`config.mk`:
```
export PLATFORM = sky130hd
export DESIGN_NAME = branch_pred_cmp
export DESIGN_NICKNAME = d
export VERILOG_FILES = /design/src/rtl/branch_pred_cmp.sv
export SDC_FILE = /design/constraint.sdc
export NUM_CORES = 1
export LEC_CHECK = 0
export ABC_CLOCK_PERIOD_IN_PS = 6900
export CORE_MARGIN = 4
export CORE_UTILIZATION = 35
export DETAILED_ROUTE_END_ITERATION = 10
export SKIP_LAST_GASP = 1
export SLEW_MARGIN = 20
export SYNTH_ARGS = -nofsm -noshare
export SYNTH_HDL_FRONTEND = slang
export SYNTH_SLANG_ARGS = --single-unit
```
`constraint.sdc`:
```
create_clock -name clk -period 6.9 [get_ports clk]
set_clock_uncertainty 0.1 [all_clocks]
set_input_delay 0.69 -clock clk [delete_from_list [all_inputs] [get_ports clk]]
set_output_delay 0.69 -clock clk [all_outputs]
set_load 0.005 [all_outputs]
```
`src/rtl/branch_pred_cmp.sv`:
```
// branch_pred_cmp: decode-stage branch comparator with a bimodal predictor.
//
// The decode stage resolves conditional branches in the same cycle, which
// lets d_mispredict redirect fetch with zero latency. Resolved branches go
// through one register stage (r_*). The next cycle trains a table of 2-bit
// saturating counters that fetch reads combinationally through f_pc.
//
// Ports:
//   clk, rst            rising-edge clock, synchronous active-high reset
//   stall, flush        decode hold / squash (flush wins over stall)
//   f_pc, f_pred_taken  fetch lookup and its predicted direction
//   d_valid, d_pc, d_op decode instruction, PC and EXE_*_OP code
//   d_a, d_b            forwarded rs/rt operands, WIDTH bits
//   d_pred_taken        prediction carried down from fetch
//   d_is_branch         d_op is a conditional branch
//   d_taken             branch condition true
//   d_mispredict        resolved direction differs from the prediction
//   stat_branches       resolved-branch count
//   stat_mispredicts    mispredict count
//
// Build option: define BRANCH_STATS_EN to build the saturating statistic
// counters. Without it, both statistic ports are tied to zero.
module branch_pred_cmp #(
  parameter int WIDTH     = 32,
  parameter int BHT_DEPTH = 64
) (
  input  logic             clk,
  input  logic             rst,
  input  logic             stall,
  input  logic             flush,
  input  logic [31:0]      f_pc,
  output logic             f_pred_taken,
  input  logic             d_valid,
  input  logic [31:0]      d_pc,
  input  logic [7:0]       d_op,
  input  logic [WIDTH-1:0] d_a,
  input  logic [WIDTH-1:0] d_b,
  input  logic             d_pred_taken,
  output logic             d_is_branch,
  output logic             d_taken,
  output logic             d_mispredict,
  output logic [31:0]      stat_branches,
  output logic [31:0]      stat_mispredicts
);

  localparam int IDX_W = $clog2(BHT_DEPTH);

  localparam logic [7:0] EXE_BLTZ_OP   = 8'b0100_0000;
  localparam logic [7:0] EXE_BGEZ_OP   = 8'b0100_0001;
  localparam logic [7:0] EXE_BLTZAL_OP = 8'b0100_1010;
  localparam logic [7:0] EXE_BGEZAL_OP = 8'b0100_1011;
  localparam logic [7:0] EXE_BEQ_OP    = 8'b0101_0001;
  localparam logic [7:0] EXE_BNE_OP    = 8'b0101_0010;
  localparam logic [7:0] EXE_BLEZ_OP   = 8'b0101_0011;
  localparam logic [7:0] EXE_BGTZ_OP   = 8'b0101_0100;

  // Compare against zero with the sign bit and a zero detect. The most
  // negative value has the sign bit set, so it counts as <0 and <=0.
  logic a_neg, a_zero;
  assign a_neg  = d_a[WIDTH-1];
  assign a_zero = (d_a == '0);

  always_comb begin
    d_is_branch = 1'b0;
    d_taken     = 1'b0;
    case (d_op)
      EXE_BEQ_OP:    begin d_is_branch = 1'b1; d_taken = (d_a == d_b);      end
      EXE_BNE_OP:    begin d_is_branch = 1'b1; d_taken = (d_a != d_b);      end
      EXE_BGTZ_OP:   begin d_is_branch = 1'b1; d_taken = ~a_neg & ~a_zero;  end
      EXE_BLEZ_OP:   begin d_is_branch = 1'b1; d_taken = a_neg | a_zero;    end
      EXE_BLTZ_OP,
      EXE_BLTZAL_OP: begin d_is_branch = 1'b1; d_taken = a_neg;             end
      EXE_BGEZ_OP,
      EXE_BGEZAL_OP: begin d_is_branch = 1'b1; d_taken = ~a_neg;            end
      default:       begin d_is_branch = 1'b0; d_taken = 1'b0;              end
    endcase
  end

  assign d_mispredict = d_valid & d_is_branch & ~flush & (d_taken != d_pred_taken);

  // Resolve stage. A stalled branch is captured only in its first unstalled
  // cycle, so each branch trains the table exactly once.
  logic             r_valid, r_taken, r_mis;
  logic [IDX_W-1:0] r_idx;

  always_ff @(posedge clk) begin
    if (rst) begin
      r_valid <= 1'b0;
      r_taken <= 1'b0;
      r_mis   <= 1'b0;
      r_idx   <= '0;
    end else begin
      r_valid <= d_valid & d_is_branch & ~stall & ~flush;
      r_taken <= d_taken;
      r_mis   <= (d_taken != d_pred_taken);
      r_idx   <= d_pc[IDX_W+1:2];
    end
  end

  // Table of 2-bit counters. Reset sets every entry to weakly not-taken and
  // drops any pending update. A lookup reads the stored value directly.
  // During an update cycle it returns the old count.
  logic [1:0] bht [BHT_DEPTH];

  always_ff @(posedge clk) begin
    if (rst) begin
      for (int i = 0; i < BHT_DEPTH; i++) bht[i] <= 2'b01;
    end else if (r_valid) begin
      if (r_taken && bht[r_idx] != 2'b11)
        bht[r_idx] <= bht[r_idx] + 2'd1;
      else if (!r_taken && bht[r_idx] != 2'b00)
        bht[r_idx] <= bht[r_idx] - 2'd1;
    end
  end

  assign f_pred_taken = bht[f_pc[IDX_W+1:2]][1];

`ifdef BRANCH_STATS_EN
  logic [31:0] n_br, n_mis;

  always_ff @(posedge clk) begin
    if (rst) begin
      n_br  <= '0;
      n_mis <= '0;
    end else if (r_valid) begin
      if (n_br != 32'hFFFF_FFFF)          n_br  <= n_br + 32'd1;
      if (r_mis && n_mis != 32'hFFFF_FFFF) n_mis <= n_mis + 32'd1;
    end
  end

  assign stat_branches    = n_br;
  assign stat_mispredicts = n_mis;
`else
  assign stat_branches    = '0;
  assign stat_mispredicts = '0;
`endif

  // The table index uses only part of each PC. Without the statistics
  // build, r_mis has no reader.
  logic unused_bits;
  assign unused_bits = ^{f_pc, d_pc, r_mis};

endmodule

```
==> reports/metrics.cfg <==
[status]
outcome=completed

[yosys]
syn-cell-area_mm2=0.008702
synth_edf_count=128
ys_ff_latch=136
yosys_warnings=0
async_flop_share_pct=0
syn_inst=792
ys_seq_area_share_pct=46.01
syn_avg_cell_area_um2=10.99
synth-main-ff-cell=edfxtp_1
ys_types=67

[route]
wire_per_inst_um=24.00
vias=7056
drc=0
wl_um=28350
dr.pass1.iters=5
via_per_inst=5.975
drt_iter0_markers=816
postRouteAntennaNets=0

[worst_setup_path]
crit_path_max_fanout=44
path_class=register to register
critPathRequiredTime_ns=6.93
timing.critical_path.arrival_ns=4.78
cp-start-kind=register
crit_path_end_kind=register

[timing]
worst_pin_slew_ns=1.124
setup_tns_ns=0
fin_crit_ns=4.752
max_freq_ghz=0.2105
relSlewSlack_pct=24.93
final_hold_viol_count=0
setup_violations=0
fin_crit_sh_pct=68.86
layout_setup_ws_ns=2.148
rsz0062_at_grt=false
slew_viol_final=0

[clock_tree]
h-tree-depth=4
cts_tree=done
path_clk_slew_ns=0.06
cts_made_buffers=17
cts_sinks=136
cts_resized=0
insertion_delay_ns=0.43
cts-root-buf=clkbuf_16
cts_max_path_buffers=2
cts_hold_buffers=0
cts_setup_buffers=0

[power_and_ir_drop]
p_per_area_mw_per_mm2=213.6
power.leakage_nw=3.077
ir_worst_vdd_mv=0.1760

[cells_and_area]
final_cell_mix=128 x edfxtp_1, 92 x clkdlybuf4s50_1, 65 x nor4_1
drive_above_1_share_pct=11.45
instances_no_fill=1181
area_delta_synth_final_pct=16.58
nNetsFinal=985
mostFrequentLayoutCell=edfxtp_1
nFillCells=2402

[global_routing]
grt_pass1_wl_um=42020
grt_max_degree=74
grt.overflow.total=0
grtUsageTotal_pct=19.99
antenna_found_initial=0
grt_pass1_vias=6964

[floorplanning]
die_x_um=165.7
rows=57
core_area_mm2=0.02439
dieArea_mm2=0.02745
initial_utilization_pct=35.68
fp.dieH_um=165.7
io-pin-count=210

[placement]
hpwl_um=18960
place_congestion=0.9034
dp_cells=1148
pre_cts_ws_ns=2.299
numPortBuffers=93

[run]
maxCapViolCount=0

[hold_path]
hold_path.class=register to register

==> per-layer routing <==
metal	GRT usage [%]	share of wire [%]	wire length, um
met1	25.52	38	10650
met2	31.68	47	13340
met3	4.814	11	3013
met4	10.33	4.7	1345
met5	0	0	0
==> sequential cells by signal, summed over array words and instances, names as in the netlist <==
signal and cells:
bht 128, r_idx 6, r_taken 1, r_valid 1
==> worst max-delay path, stage by stage, from the launching register on <==
cell	delay, ns
dfxtp_2	0.93
nor2b_1	0.41
buf_4	0.30
a22oi_1	0.16
a21oi_1	0.26
a2111oi_2	0.32
nand4bb_2	0.51
and2_4	0.40
o31ai_4	0.15
buf_4	0.53
a41o_1	0.32
==> metrics by stage <==
| stage | area [um2] | total power [mW] | hold WS [ns] | utilization (%) |
|---|---|---|---|---|
| 4_1_cts | 10140 | 2.160 | 0.5906 | 41.56 |
| 5_1_grt | 10140 | 2.229 | 0.6318 | 41.58 |
| 6_report | 10140 | 2.167 | 0.5899 | 41.59 |
| 2_1_floorplan | 8939 | 1.158 | 0.6225 | - |
| 3_3_place_gp | 9549 | 1.266 | 0.5702 | 39.15 |
| 3_5_place_dp | 9549 | 1.268 | 0.5769 | 39.15 |
==> power by group <==
| group | internal [mW] | switching (mW) |
|---|---|---|
| sequential | 0.915 | 0.0191 |
| clock | 0.567 | 0.342 |
| combinational | 0.134 | 0.189 |
| total | 1.62 | 0.550 |
==> Yosys cell counts (all sizes together) (5+ instances only) <==
cell type	number	area (um2)
a21o	13	97.59
a21oi	10	50.05
a221oi	26	240.2
a22oi	15	112.6
a31o	40	350.3
and2	14	92.59
buf	97	711.9
clkbuf	45	168.9
dfxtp	8	160.2
edfxtp	128	3844
inv	6	22.52
mux2	13	146.4
mux2i	5	62.56
mux4	22	495.5
nand2	55	206.5
nand3	33	165.2
nand3b	6	45.04
nand4	11	75.07
nor2	29	108.9
nor2b	15	93.84
nor3	20	110.1
nor3b	8	60.06
nor4	66	419.2
o21ai	9	45.04
o21bai	9	67.56
xnor2	34	297.8
==> layout make-up <==
type,instances,area (um2),share of cell area (%)
Antenna cell,1,2.502,0.02467
Clock buffer,24,491.7,4.847
Clock inverter,8,95.09,0.9373
Inverter,7,26.28,0.2590
Multi-Input combinational cell,570,4058,40.00
Sequential cell,136,4005,39.48
Tap cell,324,405.4,3.996
Timing Repair Buffer,111,1061,10.46
==> logic make-up after synthesis <==
kind of cell / synth area share, %
and+or+nand+nor: 17.40
buffers and inverters: 10.42
other: 0.04309
DFF: 46.01
muxes: 8.095
xor gates and xnor gates: 3.623
AOI/OAI and AO/OA: 14.41
==> path summary, 6_finish.rpt <==
kind / from / to / slack, ns / cells after the start
hold reg to reg: r_idx[0]$_SDFF_PP0_ / bht[11][1]$_SDFFCE_PN0P_ / 0.59 / 1
setup reg to reg: r_idx[2]$_SDFF_PP0_ / bht[59][0]$_SDFFCE_PN1P_ / 2.15 / 10
setup / recovery: r_idx[2]$_SDFF_PP0_ / bht[59][0]$_SDFFCE_PN1P_ / 2.15 / 10
hold / removal: r_idx[0]$_SDFF_PP0_ / bht[11][1]$_SDFFCE_PN0P_ / 0.59 / 1
Power figures use the tool's default switching activity.
